==> src/rtl/mac36_pkg.sv <==
// ---------------------------------------------------------------------------
// mac36_pkg
// Shared constants, types and helpers for the 36-lane MAC accumulator.
//   N        : product lanes per bus
//   PROD_W   : width of one signed product lane
//   SUM_W    : adder-tree output width (PROD_W + one bit per tree level)
//   TREE_LAT : registered levels in the adder tree
//   ACC_W_DEF / CNT_W_DEF : default accumulator and beat-counter widths
// Lane convention: lane i (1..N) sits at bits [PROD_W*i-1 -: PROD_W],
// i.e. zero-based lane k sits at [k*PROD_W +: PROD_W].
// ---------------------------------------------------------------------------
package mac36_pkg;

  localparam int N         = 36;
  localparam int PROD_W    = 16;
  localparam int SUM_W     = 22;
  localparam int TREE_LAT  = 6;
  localparam int ACC_W_DEF = 32;
  localparam int CNT_W_DEF = 16;

  // Sideband travelling through the tree alongside the data.
  typedef struct packed {
    logic valid;
    logic last;
  } side_t;

  // Extract zero-based lane idx from a product bus, sign-extended by one bit
  // so that a pair of lanes can be added without overflow.
  function automatic logic [PROD_W:0] lane_sx(input logic [N*PROD_W-1:0] bus,
                                               input int idx);
    logic [PROD_W-1:0] v;
    v = bus[idx*PROD_W +: PROD_W];
    return {v[PROD_W-1], v};
  endfunction

endpackage

==> src/rtl/mac_acc_36_if.sv <==
// ---------------------------------------------------------------------------
// mac_acc_36_if
// Bundles the product-input beat and the burst-result output of mac_acc_36.
//   in_valid / in_last : beat qualifier and end-of-burst marker
//   prod1 / prod2      : N x PROD_W signed product buses
//   acc1 / acc2        : burst sums, valid while out_valid = 1
//   beat_cnt           : valid beats in the reported burst
//   out_valid          : one-cycle pulse per completed burst
// master = product source (drives beats), slave = mac_acc_36.
// ---------------------------------------------------------------------------
interface mac_acc_36_if
  import mac36_pkg::*;
#(
  parameter int ACC_W = ACC_W_DEF,
  parameter int CNT_W = CNT_W_DEF
);

  logic                  in_valid;
  logic                  in_last;
  logic [N*PROD_W-1:0]   prod1;
  logic [N*PROD_W-1:0]   prod2;
  logic [ACC_W-1:0]      acc1;
  logic [ACC_W-1:0]      acc2;
  logic [CNT_W-1:0]      beat_cnt;
  logic                  out_valid;

  modport master (
    output in_valid, in_last, prod1, prod2,
    input  acc1, acc2, beat_cnt, out_valid
  );

  modport slave (
    input  in_valid, in_last, prod1, prod2,
    output acc1, acc2, beat_cnt, out_valid
  );

endinterface

==> src/rtl/adder_tree_36.sv <==
// ---------------------------------------------------------------------------
// adder_tree_36
// Six-level pipelined signed reduction of N=36 PROD_W-bit lanes into one
// SUM_W-bit sum: 36 -> 18 -> 9 -> 5 -> 3 -> 2 -> 1. Each level widens by one
// bit; an odd leftover element is sign-extended and registered through.
// A valid/last sideband shifts in lockstep with the data.
// Ports:
//   clk, rst  : clock, synchronous active-high reset (sideband only)
//   i_data    : N x PROD_W signed lanes
//   i_valid   : beat valid
//   i_last    : last beat of burst (masked by i_valid)
//   o_sum     : SUM_W-bit sum, TREE_LAT cycles after i_data
//   o_valid   : delayed i_valid
//   o_last    : delayed i_valid & i_last
// ---------------------------------------------------------------------------
module adder_tree_36
  import mac36_pkg::*;
(
  input  logic                 clk,
  input  logic                 rst,
  input  logic [N*PROD_W-1:0]  i_data,
  input  logic                 i_valid,
  input  logic                 i_last,
  output logic [SUM_W-1:0]     o_sum,
  output logic                 o_valid,
  output logic                 o_last
);

  logic [PROD_W:0]   r_l1 [18];
  logic [PROD_W+1:0] r_l2 [9];
  logic [PROD_W+2:0] r_l3 [5];
  logic [PROD_W+3:0] r_l4 [3];
  logic [PROD_W+4:0] r_l5 [2];
  logic [PROD_W+5:0] r_l6;

  side_t r_side [TREE_LAT];

  // Tree data levels; data registers carry no reset, the sideband decides
  // whether their contents are meaningful.
  always_ff @(posedge clk) begin
    for (int i = 0; i < 18; i++) begin
      r_l1[i] <= lane_sx(i_data, 2*i) + lane_sx(i_data, 2*i + 1);
    end
    for (int i = 0; i < 9; i++) begin
      r_l2[i] <= {r_l1[2*i][PROD_W], r_l1[2*i]}
               + {r_l1[2*i+1][PROD_W], r_l1[2*i+1]};
    end
    for (int i = 0; i < 4; i++) begin
      r_l3[i] <= {r_l2[2*i][PROD_W+1], r_l2[2*i]}
               + {r_l2[2*i+1][PROD_W+1], r_l2[2*i+1]};
    end
    r_l3[4] <= {r_l2[8][PROD_W+1], r_l2[8]};
    for (int i = 0; i < 2; i++) begin
      r_l4[i] <= {r_l3[2*i][PROD_W+2], r_l3[2*i]}
               + {r_l3[2*i+1][PROD_W+2], r_l3[2*i+1]};
    end
    r_l4[2] <= {r_l3[4][PROD_W+2], r_l3[4]};
    r_l5[0] <= {r_l4[0][PROD_W+3], r_l4[0]} + {r_l4[1][PROD_W+3], r_l4[1]};
    r_l5[1] <= {r_l4[2][PROD_W+3], r_l4[2]};
    r_l6    <= {r_l5[0][PROD_W+4], r_l5[0]} + {r_l5[1][PROD_W+4], r_l5[1]};
  end

  // Sideband shift register; last is only meaningful together with valid,
  // so it is masked on entry.
  always_ff @(posedge clk) begin
    if (rst) begin
      for (int i = 0; i < TREE_LAT; i++) begin
        r_side[i] <= '{valid: 1'b0, last: 1'b0};
      end
    end else begin
      r_side[0] <= '{valid: i_valid, last: i_valid & i_last};
      for (int i = 1; i < TREE_LAT; i++) begin
        r_side[i] <= r_side[i-1];
      end
    end
  end

  assign o_sum   = r_l6;
  assign o_valid = r_side[TREE_LAT-1].valid;
  assign o_last  = r_side[TREE_LAT-1].last;

endmodule

==> src/rtl/mac_acc_36.sv <==
// ---------------------------------------------------------------------------
// mac_acc_36
// Reduces both 36-lane product buses with pipelined adder trees and
// accumulates the per-beat sums over a burst ending with in_last. At the
// end of each burst the two sums and the beat count are published with a
// one-cycle out_valid pulse. No backpressure.
// Ports:
//   clk  : clock, all state on the rising edge
//   rst  : synchronous active-high reset
//   io   : mac_acc_36_if.slave
//            in_valid, in_last, prod1, prod2  (inputs)
//            acc1, acc2, beat_cnt, out_valid  (registered outputs)
// A beat launched at edge t (sampled at t+1) is reported at edge t+7:
// six tree levels plus the accumulate register.
// ---------------------------------------------------------------------------
module mac_acc_36
  import mac36_pkg::*;
#(
  parameter int ACC_W = ACC_W_DEF,
  parameter int CNT_W = CNT_W_DEF
)
(
  input  logic           clk,
  input  logic           rst,
  mac_acc_36_if.slave    io
);

  logic [SUM_W-1:0] w_sum1;
  logic [SUM_W-1:0] w_sum2;
  logic             w_tv1;
  logic             w_tl1;
  logic             w_tv2;
  logic             w_tl2;
  logic             w_tv;
  logic             w_tl;
  logic [ACC_W-1:0] w_sum1_ext;
  logic [ACC_W-1:0] w_sum2_ext;

  logic [ACC_W-1:0] w_acc1_nxt;
  logic [ACC_W-1:0] w_acc2_nxt;
  logic [CNT_W-1:0] w_cnt_nxt;

  logic [ACC_W-1:0] r_acc1;
  logic [ACC_W-1:0] r_acc2;
  logic [CNT_W-1:0] r_cnt;
  logic             r_first;
  logic [ACC_W-1:0] r_acc1_out;
  logic [ACC_W-1:0] r_acc2_out;
  logic [CNT_W-1:0] r_cnt_out;
  logic             r_out_valid;

  adder_tree_36 u_tree1 (
    .clk     (clk),
    .rst     (rst),
    .i_data  (io.prod1),
    .i_valid (io.in_valid),
    .i_last  (io.in_last),
    .o_sum   (w_sum1),
    .o_valid (w_tv1),
    .o_last  (w_tl1)
  );

  adder_tree_36 u_tree2 (
    .clk     (clk),
    .rst     (rst),
    .i_data  (io.prod2),
    .i_valid (io.in_valid),
    .i_last  (io.in_last),
    .o_sum   (w_sum2),
    .o_valid (w_tv2),
    .o_last  (w_tl2)
  );

  // Both trees carry identical sideband; requiring agreement means a
  // corrupted sideband bit in either tree suppresses the beat rather than
  // pairing it with stale data from the other bus.
  assign w_tv = w_tv1 & w_tv2;
  assign w_tl = w_tl1 & w_tl2;

  assign w_sum1_ext = {{(ACC_W-SUM_W){w_sum1[SUM_W-1]}}, w_sum1};
  assign w_sum2_ext = {{(ACC_W-SUM_W){w_sum2[SUM_W-1]}}, w_sum2};

  // Next accumulator/count: load on the first beat of a burst, add
  // (wrapping) afterwards; the count saturates at all-ones.
  always_comb begin
    w_acc1_nxt = r_acc1;
    w_acc2_nxt = r_acc2;
    w_cnt_nxt  = r_cnt;
    if (w_tv) begin
      if (r_first) begin
        w_acc1_nxt = w_sum1_ext;
        w_acc2_nxt = w_sum2_ext;
        w_cnt_nxt  = {{(CNT_W-1){1'b0}}, 1'b1};
      end else begin
        w_acc1_nxt = r_acc1 + w_sum1_ext;
        w_acc2_nxt = r_acc2 + w_sum2_ext;
        if (&r_cnt) begin
          w_cnt_nxt = r_cnt;
        end else begin
          w_cnt_nxt = r_cnt + {{(CNT_W-1){1'b0}}, 1'b1};
        end
      end
    end else begin
      w_acc1_nxt = r_acc1;
      w_acc2_nxt = r_acc2;
      w_cnt_nxt  = r_cnt;
    end
  end

  // Accumulator state and burst-boundary tracking.
  always_ff @(posedge clk) begin
    if (rst) begin
      r_acc1  <= {ACC_W{1'b0}};
      r_acc2  <= {ACC_W{1'b0}};
      r_cnt   <= {CNT_W{1'b0}};
      r_first <= 1'b1;
    end else begin
      r_acc1 <= w_acc1_nxt;
      r_acc2 <= w_acc2_nxt;
      r_cnt  <= w_cnt_nxt;
      if (w_tv) begin
        r_first <= w_tl;
      end else begin
        r_first <= r_first;
      end
    end
  end

  // Published result: captured with the final beat's update, held otherwise.
  always_ff @(posedge clk) begin
    if (rst) begin
      r_acc1_out  <= {ACC_W{1'b0}};
      r_acc2_out  <= {ACC_W{1'b0}};
      r_cnt_out   <= {CNT_W{1'b0}};
      r_out_valid <= 1'b0;
    end else begin
      r_out_valid <= w_tv & w_tl;
      if (w_tv & w_tl) begin
        r_acc1_out <= w_acc1_nxt;
        r_acc2_out <= w_acc2_nxt;
        r_cnt_out  <= w_cnt_nxt;
      end else begin
        r_acc1_out <= r_acc1_out;
        r_acc2_out <= r_acc2_out;
        r_cnt_out  <= r_cnt_out;
      end
    end
  end

  assign io.acc1      = r_acc1_out;
  assign io.acc2      = r_acc2_out;
  assign io.beat_cnt  = r_cnt_out;
  assign io.out_valid = r_out_valid;

endmodule

==> src/flat_wrapper.sv <==
// flat-port wrapper written by rule: the top's interface ports become plain ports
module mac_acc_36_flat import mac36_pkg::*;
#(
  parameter int ACC_W = ACC_W_DEF,
  parameter int CNT_W = CNT_W_DEF
)
  (clk, rst, io_in_valid, io_in_last, io_prod1, io_prod2, io_acc1, io_acc2, io_beat_cnt, io_out_valid);
  mac_acc_36_if #(.ACC_W(ACC_W), .CNT_W(CNT_W)) io_i ();
  input  logic clk;
  input  logic rst;
  input wire logic [$bits(io_i.in_valid)-1:0] io_in_valid;
  input wire logic [$bits(io_i.in_last)-1:0] io_in_last;
  input wire logic [$bits(io_i.prod1)-1:0] io_prod1;
  input wire logic [$bits(io_i.prod2)-1:0] io_prod2;
  output wire logic [$bits(io_i.acc1)-1:0] io_acc1;
  output wire logic [$bits(io_i.acc2)-1:0] io_acc2;
  output wire logic [$bits(io_i.beat_cnt)-1:0] io_beat_cnt;
  output wire logic [$bits(io_i.out_valid)-1:0] io_out_valid;
  assign io_i.in_valid = io_in_valid;
  assign io_i.in_last = io_in_last;
  assign io_i.prod1 = io_prod1;
  assign io_i.prod2 = io_prod2;
  assign io_acc1 = io_i.acc1;
  assign io_acc2 = io_i.acc2;
  assign io_beat_cnt = io_i.beat_cnt;
  assign io_out_valid = io_i.out_valid;
  mac_acc_36 #(.ACC_W(ACC_W), .CNT_W(CNT_W)) u_core (.clk(clk), .rst(rst), .io(io_i));
endmodule
==> config.mk <==
export PLATFORM = sky130hd
export DESIGN_NAME = mac_acc_36_flat
export DESIGN_NICKNAME = d
export VERILOG_FILES = /design/src/rtl/mac36_pkg.sv /design/src/rtl/mac_acc_36_if.sv /design/src/rtl/adder_tree_36.sv /design/src/rtl/mac_acc_36.sv /design/src/flat_wrapper.sv
export SDC_FILE = /design/constraint.sdc
export NUM_CORES = 2
export LEC_CHECK = 0
export BUFFER_PORTS_ARGS = -buffer_cell sky130_fd_sc_hd__buf_2
export CAP_MARGIN = 10
export CELL_PAD_IN_SITES_DETAIL_PLACEMENT = 2
export CELL_PAD_IN_SITES_GLOBAL_PLACEMENT = 2
export CORE_ASPECT_RATIO = 1.2
export CORE_UTILIZATION = 36
export DETAILED_ROUTE_END_ITERATION = 10
export PLACE_DENSITY = 0.88
export REMOVE_ABC_BUFFERS = 1
export SETUP_SLACK_MARGIN = 0.2
export SYNTH_ARGS = -nofsm -noshare
export SYNTH_HDL_FRONTEND = slang
export SYNTH_SLANG_ARGS = --single-unit
==> constraint.sdc <==
create_clock -name clk -period 3.7 [get_ports clk]
set_clock_uncertainty 0.2 [all_clocks]
set_input_delay 0.185 -clock clk [delete_from_list [all_inputs] [get_ports clk]]
set_output_delay 0.185 -clock clk [all_outputs]
set_load 0.02 [all_outputs]
==> run_results.csv, run 1 <==
group,metric,value,unit
yosys,syn_avg_cell_area,9.32,um^2
place,finalWeightedCongestion,0.982,
floorplan,start_util,36.3,%
grt,overflow,4032,
yosys,synth_area_leaders,"dfxtp_1 36%, ha_1 18%, xnor2_1 7.4%",
grt,grt_pass1_wl,1460,mm
yosys,async_flop_share,0,%
yosys,ys.flop_type,"dfxtp_1",
cts,cts-htree-levels,4,
cts,clockRootBuffer,"clkbuf_16",
yosys,synth-seq-area-share,35.5,%
floorplan,fp.dieW,450,um
yosys,synth_cell_types,85,
cts,cts_made_buffers,172,
yosys,synth.most_common_cell,"dfxtp_1",
yosys,synth-seq-cells,1536,
status,lastStage,"global routing",
yosys,synthTopCellsByCount,"1536 x dfxtp_1, 1247 x ha_1, 732 x xnor2_1",
yosys,syn_area,86600,um^2
yosys,synth-edff-count,0,
status,firstError,"[ERROR GRT-0116] Global routing finished with congestion. Check the congestion regions in the DRC Viewer.",
grt,grt_max_degree,122,
cts,cts_num_sinks,1536,
yosys,yosysWarningCount,0,
status,status,"stopped before the end",
yosys,yosysTopAreaCellShare,35.5,%
floorplan,fp.dieH,539,um
cts,clockBufferDepth,3,
yosys,yosys.area.top_type,"dfxtp_1",
place,post-place-ws,38.7,ps
place,placed_cell_area,96900,um^2
floorplan,ioPinCount,1237,
floorplan,rows,196,
yosys,synthCells,9288,
place,place_hpwl,286,mm
grt,grt_pass1_vias,153000,
grt,grt_usage,81.7,%
place,io_buffers,1236,
per-layer routing:
layer  GRT overflow  track usage, %
met2           2705             100
met1             43            76.2
met3             50            68.0
met4           1228            88.0
met5              6            38.3
cell families after synthesis:
family	synth area share, %
mux	0.292
buf+inv	2.54
compound gates	18.4
fa+ha+maj	19.7
simple gates	14.2
xor+xnor	9.40
flops	35.5
per-stage QoR:
step / hold slack, ps / cells
after CTS: 0.0637 / 16000
after detailed placement: 113 / 13700
after global placement: 112 / 13700
after floorplan: 49.6 / 9216
repair_timing:
item,in CTS
buffers inserted,1
gates cloned,0
resized for setup,19
endpoints found under the hold margin,648
pin swaps,2
hold buffers,2046
endpoints found under the setup margin,25
==> inputs of run 2 (changes only) <==
--- a/config.mk
+++ b/config.mk
@@ -7,14 +7,10 @@
 export LEC_CHECK = 0
 export BUFFER_PORTS_ARGS = -buffer_cell sky130_fd_sc_hd__buf_2
 export CAP_MARGIN = 10
-export CELL_PAD_IN_SITES_DETAIL_PLACEMENT = 2
-export CELL_PAD_IN_SITES_GLOBAL_PLACEMENT = 2
-export CORE_ASPECT_RATIO = 1.2
-export CORE_UTILIZATION = 36
+export CORE_UTILIZATION = 30
 export DETAILED_ROUTE_END_ITERATION = 10
-export PLACE_DENSITY = 0.88
+export PLACE_DENSITY_LB_ADDON = 0.15
 export REMOVE_ABC_BUFFERS = 1
-export SETUP_SLACK_MARGIN = 0.2
 export SYNTH_ARGS = -nofsm -noshare
 export SYNTH_HDL_FRONTEND = slang
 export SYNTH_SLANG_ARGS = --single-unit
==> run 2 against run 1 <==
Effect of this change:
- the run now ends clean
- synthesized cell count did not move
- area after synthesis stayed put
==> run_results.csv, run 2 <==
group,metric,value,unit
status,status,"completed",
yosys,synth_area_leaders,"dfxtp_1 36%, ha_1 18%, xnor2_1 7.4%",
cts,cts-htree-levels,4,
yosys,synth.most_common_cell,"dfxtp_1",
drt,ant_nets,0,
setup_path,critPathSlowestCell,"dlygate4sd3_1",
yosys,syn_area,86600,um^2
yosys,synthTopCellsByCount,"1536 x dfxtp_1, 1247 x ha_1, 732 x xnor2_1",
timing,worst_pin_slew,1210,ps
setup_path,cp-end-kind,"register",
place,io_buffers,1236,
timing,min_period,3660,ps
setup_path,cp_cell_sequence,"dlygate4sd3_1 -> buf_2 -> dlygate4sd3_1 -> ha_1 -> fa_2 -> a21o_1 -> a21oi_2 -> o21bai_1 -> a21o_1 -> a21oi_2 -> o21ai_1 -> o41ai_2 -> buf_4 -> o21a_1 -> dlygate4sd3_1 -> nor3_1",
finish,design_area,126000,um^2
cts,clockBufferDepth,4,
power_and_ir_drop,power_density,707,nW/um^2
power_and_ir_drop,p_sw,33.6,mW
cts,path_clk_slew,60,ps
yosys,synth_cell_types,85,
floorplan,ioPinCount,1237,
timing,finalMaxSlewViolations,0,
drt,wl_per_cell,18.1,um
grt,grt_antenna_before_repair,49,
grt,grt_pass1_vias,83000,
setup_path,worstPathRequired,4230,ps
drt,num_vias,80900,
timing,hold_viol_final,0,
finish,drive_above_1_share,14.3,%
floorplan,rows,196,
timing,rsz0062_at_grt,"true",
timing,setup_viol,0,
cts,cts_num_sinks,1536,
drt,totalWireLength,304,mm
finish,fin_util,44.0,%
yosys,syn_avg_cell_area,9.32,um^2
yosys,async_flop_share,0,%
floorplan,start_util,30.3,%
run,drv_cap,0,
yosys,synth-seq-area-share,35.5,%
floorplan,fp.dieW,539,um
power_and_ir_drop,swShare,37.7,%
power_and_ir_drop,power_frac_clock,21.9,%
floorplan,fp.dieH,539,um
grt,grt_max_degree,67,
setup_path,critPathMaxStageDelay,580,ps
place,place_hpwl,238,mm
yosys,synthCells,9288,
drt,viasPerCell,4.82,
cts,cts_made_buffers,193,
place,placed_cell_area,97700,um^2
floorplan,core-area,286000,um^2
timing,fin_crit_sh,98.8,%
yosys,yosys.area.top_type,"dfxtp_1",
setup_path,critical_path.max_fanout,3,
floorplan,die-area,291000,um^2
power_and_ir_drop,p_comb_share,48.9,%
power_and_ir_drop,seqPwrFrac,29.2,%
yosys,synth-edff-count,0,
drt,drt_iter0_drc,3839,
yosys,synth-seq-cells,1536,
timing,slew_headroom,19.0,%
cts,clockRootBuffer,"clkbuf_16",
finish,reg.largest.list,"u_core.u_tree1.r_l1 x306, u_core.u_tree2.r_l1 x306",
finish,fillers,27300,
finish,layout.nets,15300,
drt,first_pass_iters,6,
power_and_ir_drop,irDropWorstVdd,0.467,mV
worst_hold_path,worstHoldPathType,"input pin to register",
setup_path,critical_path_class,"input pin to register",
timing,fmaxAchievable,0.274,GHz
yosys,ys.flop_type,"dfxtp_1",
grt,overflow,0,
finish,final_common_cell,"dlygate4sd3_1",
drt,drc,0,
place,finalWeightedCongestion,0.930,
yosys,yosysWarningCount,0,
setup_path,worstPathArrival,4190,ps
cts,cts_tree,"yes",
finish,multiInputGateArea,54100,um^2
power_and_ir_drop,leakage,56.8,nW
finish,syn2layout_area_growth,45.6,%
cts,worstSkewPairLatency,850,ps
power_and_ir_drop,p_int,55.5,mW
setup_path,critPathLaunchType,"input pin",
finish,layout_common_cells,"2104 x dlygate4sd3_1, 1534 x dfxtp_1, 1247 x ha_1",
setup_path,crit_top_cell,"dlygate4sd3_1",
finish,seq_area,30800,um^2
grt,grt_usage,20.1,%
yosys,yosysTopAreaCellShare,35.5,%
grt,grt_pass1_wl,463,mm
## run 2: cell counts after synthesis
No cell type changed its count.
## run 2: repair_timing
| action | 4_1_cts | 5_1_grt |
|---|---|---|
| resized for setup | 0 | 129 |
| endpoints found under the hold margin | 661 | 1 |
| endpoints found under the setup margin | 0 | 105 |
| setup buffers | 0 | 15 |
| hold buffers | 2115 | 1 |
## run 2: final cells by class
class                   instances  area share [%]
inverters                     513            1.53
clock buffers                 260            4.37
well taps                    3762            3.73
multi-input cells            7167            42.9
flip-flops and latches       1536            24.4
diodes                         29          0.0576
clock inverters                84           0.888
repair buffers               3418            22.1
## run 2: stage by stage
step	instances	setup slack (ps)	hold WS (ps)	TNS, ps	power (mW)
after detailed placement	14300	161	112	0	66.8
after global placement	14300	215	113	0	66.6
after global routing	16800	-60.1	17.1	-201	96.4
after CTS	16700	8.47	1.99	0	90.3
final	16800	44.2	21.7	0	89.1
after floorplan	9216	-1200	49.6	-71330	55.0
## run 2: final timing paths
check	start	endpoint	slack (ps)	cells after the start
min	io_prod2[221]	u_core.u_tree2.r_l1[6][14]	20	6
min reg2reg	u_core.u_tree2.r_l2[0][159]	u_core.u_tree2.r_l3[0][91]	110	0
max	io_prod1[80]	u_core.u_tree1.r_l1[2][14]	40	16
max reg2reg	u_core.u_tree2.o_sum[0]	u_core.r_acc2[26]	250	11
## run 2: cell families after synthesis
logic type	count (synthesis)	synth area share (%)
multiplexers	25	0.292
AND/OR/NAND/NOR	2468	14.2
adder cells (fa/ha/maj)	1319	19.7
flip-flops	1536	35.5
XOR/XNOR	929	9.40
buffers and inverters	585	2.54
AO/OA/AOI/OAI	2426	18.4
## run 2: routing by layer
| metal | global-route usage, % | wire length (um) | up-vias |
|---|---|---|---|
| met3 | 3.18 | 13300 | 530 |
| li1 | - | - | 40800 |
| met1 | 24.1 | 131000 | 37600 |
| met5 | 0 | 137 | - |
| met4 | 8.28 | 13700 | 22 |
| met2 | 35.7 | 146000 | 1866 |
## run 2: power groups by stage
stage | Clock (mW) | Sequential, mW | Combinational (mW)
2_1_floorplan | 0 | 24.6 | 30.4
3_3_place_gp | 0 | 26.6 | 40.0
3_5_place_dp | 0 | 26.6 | 40.2
4_1_cts | 20.2 | 26.3 | 43.8
5_1_grt | 20.9 | 26.6 | 48.9
6_report | 19.5 | 26.0 | 43.6
## run 2: worst max-delay path, delay by kind of cell
kind	cells	cell delay (ps)
AOI/OAI and AO/OA	8	1350
adders and majority gates	2	600
buffers and inverters	5	1980
and+or+nand+nor	1	60
Power figures use the tool's default switching activity.
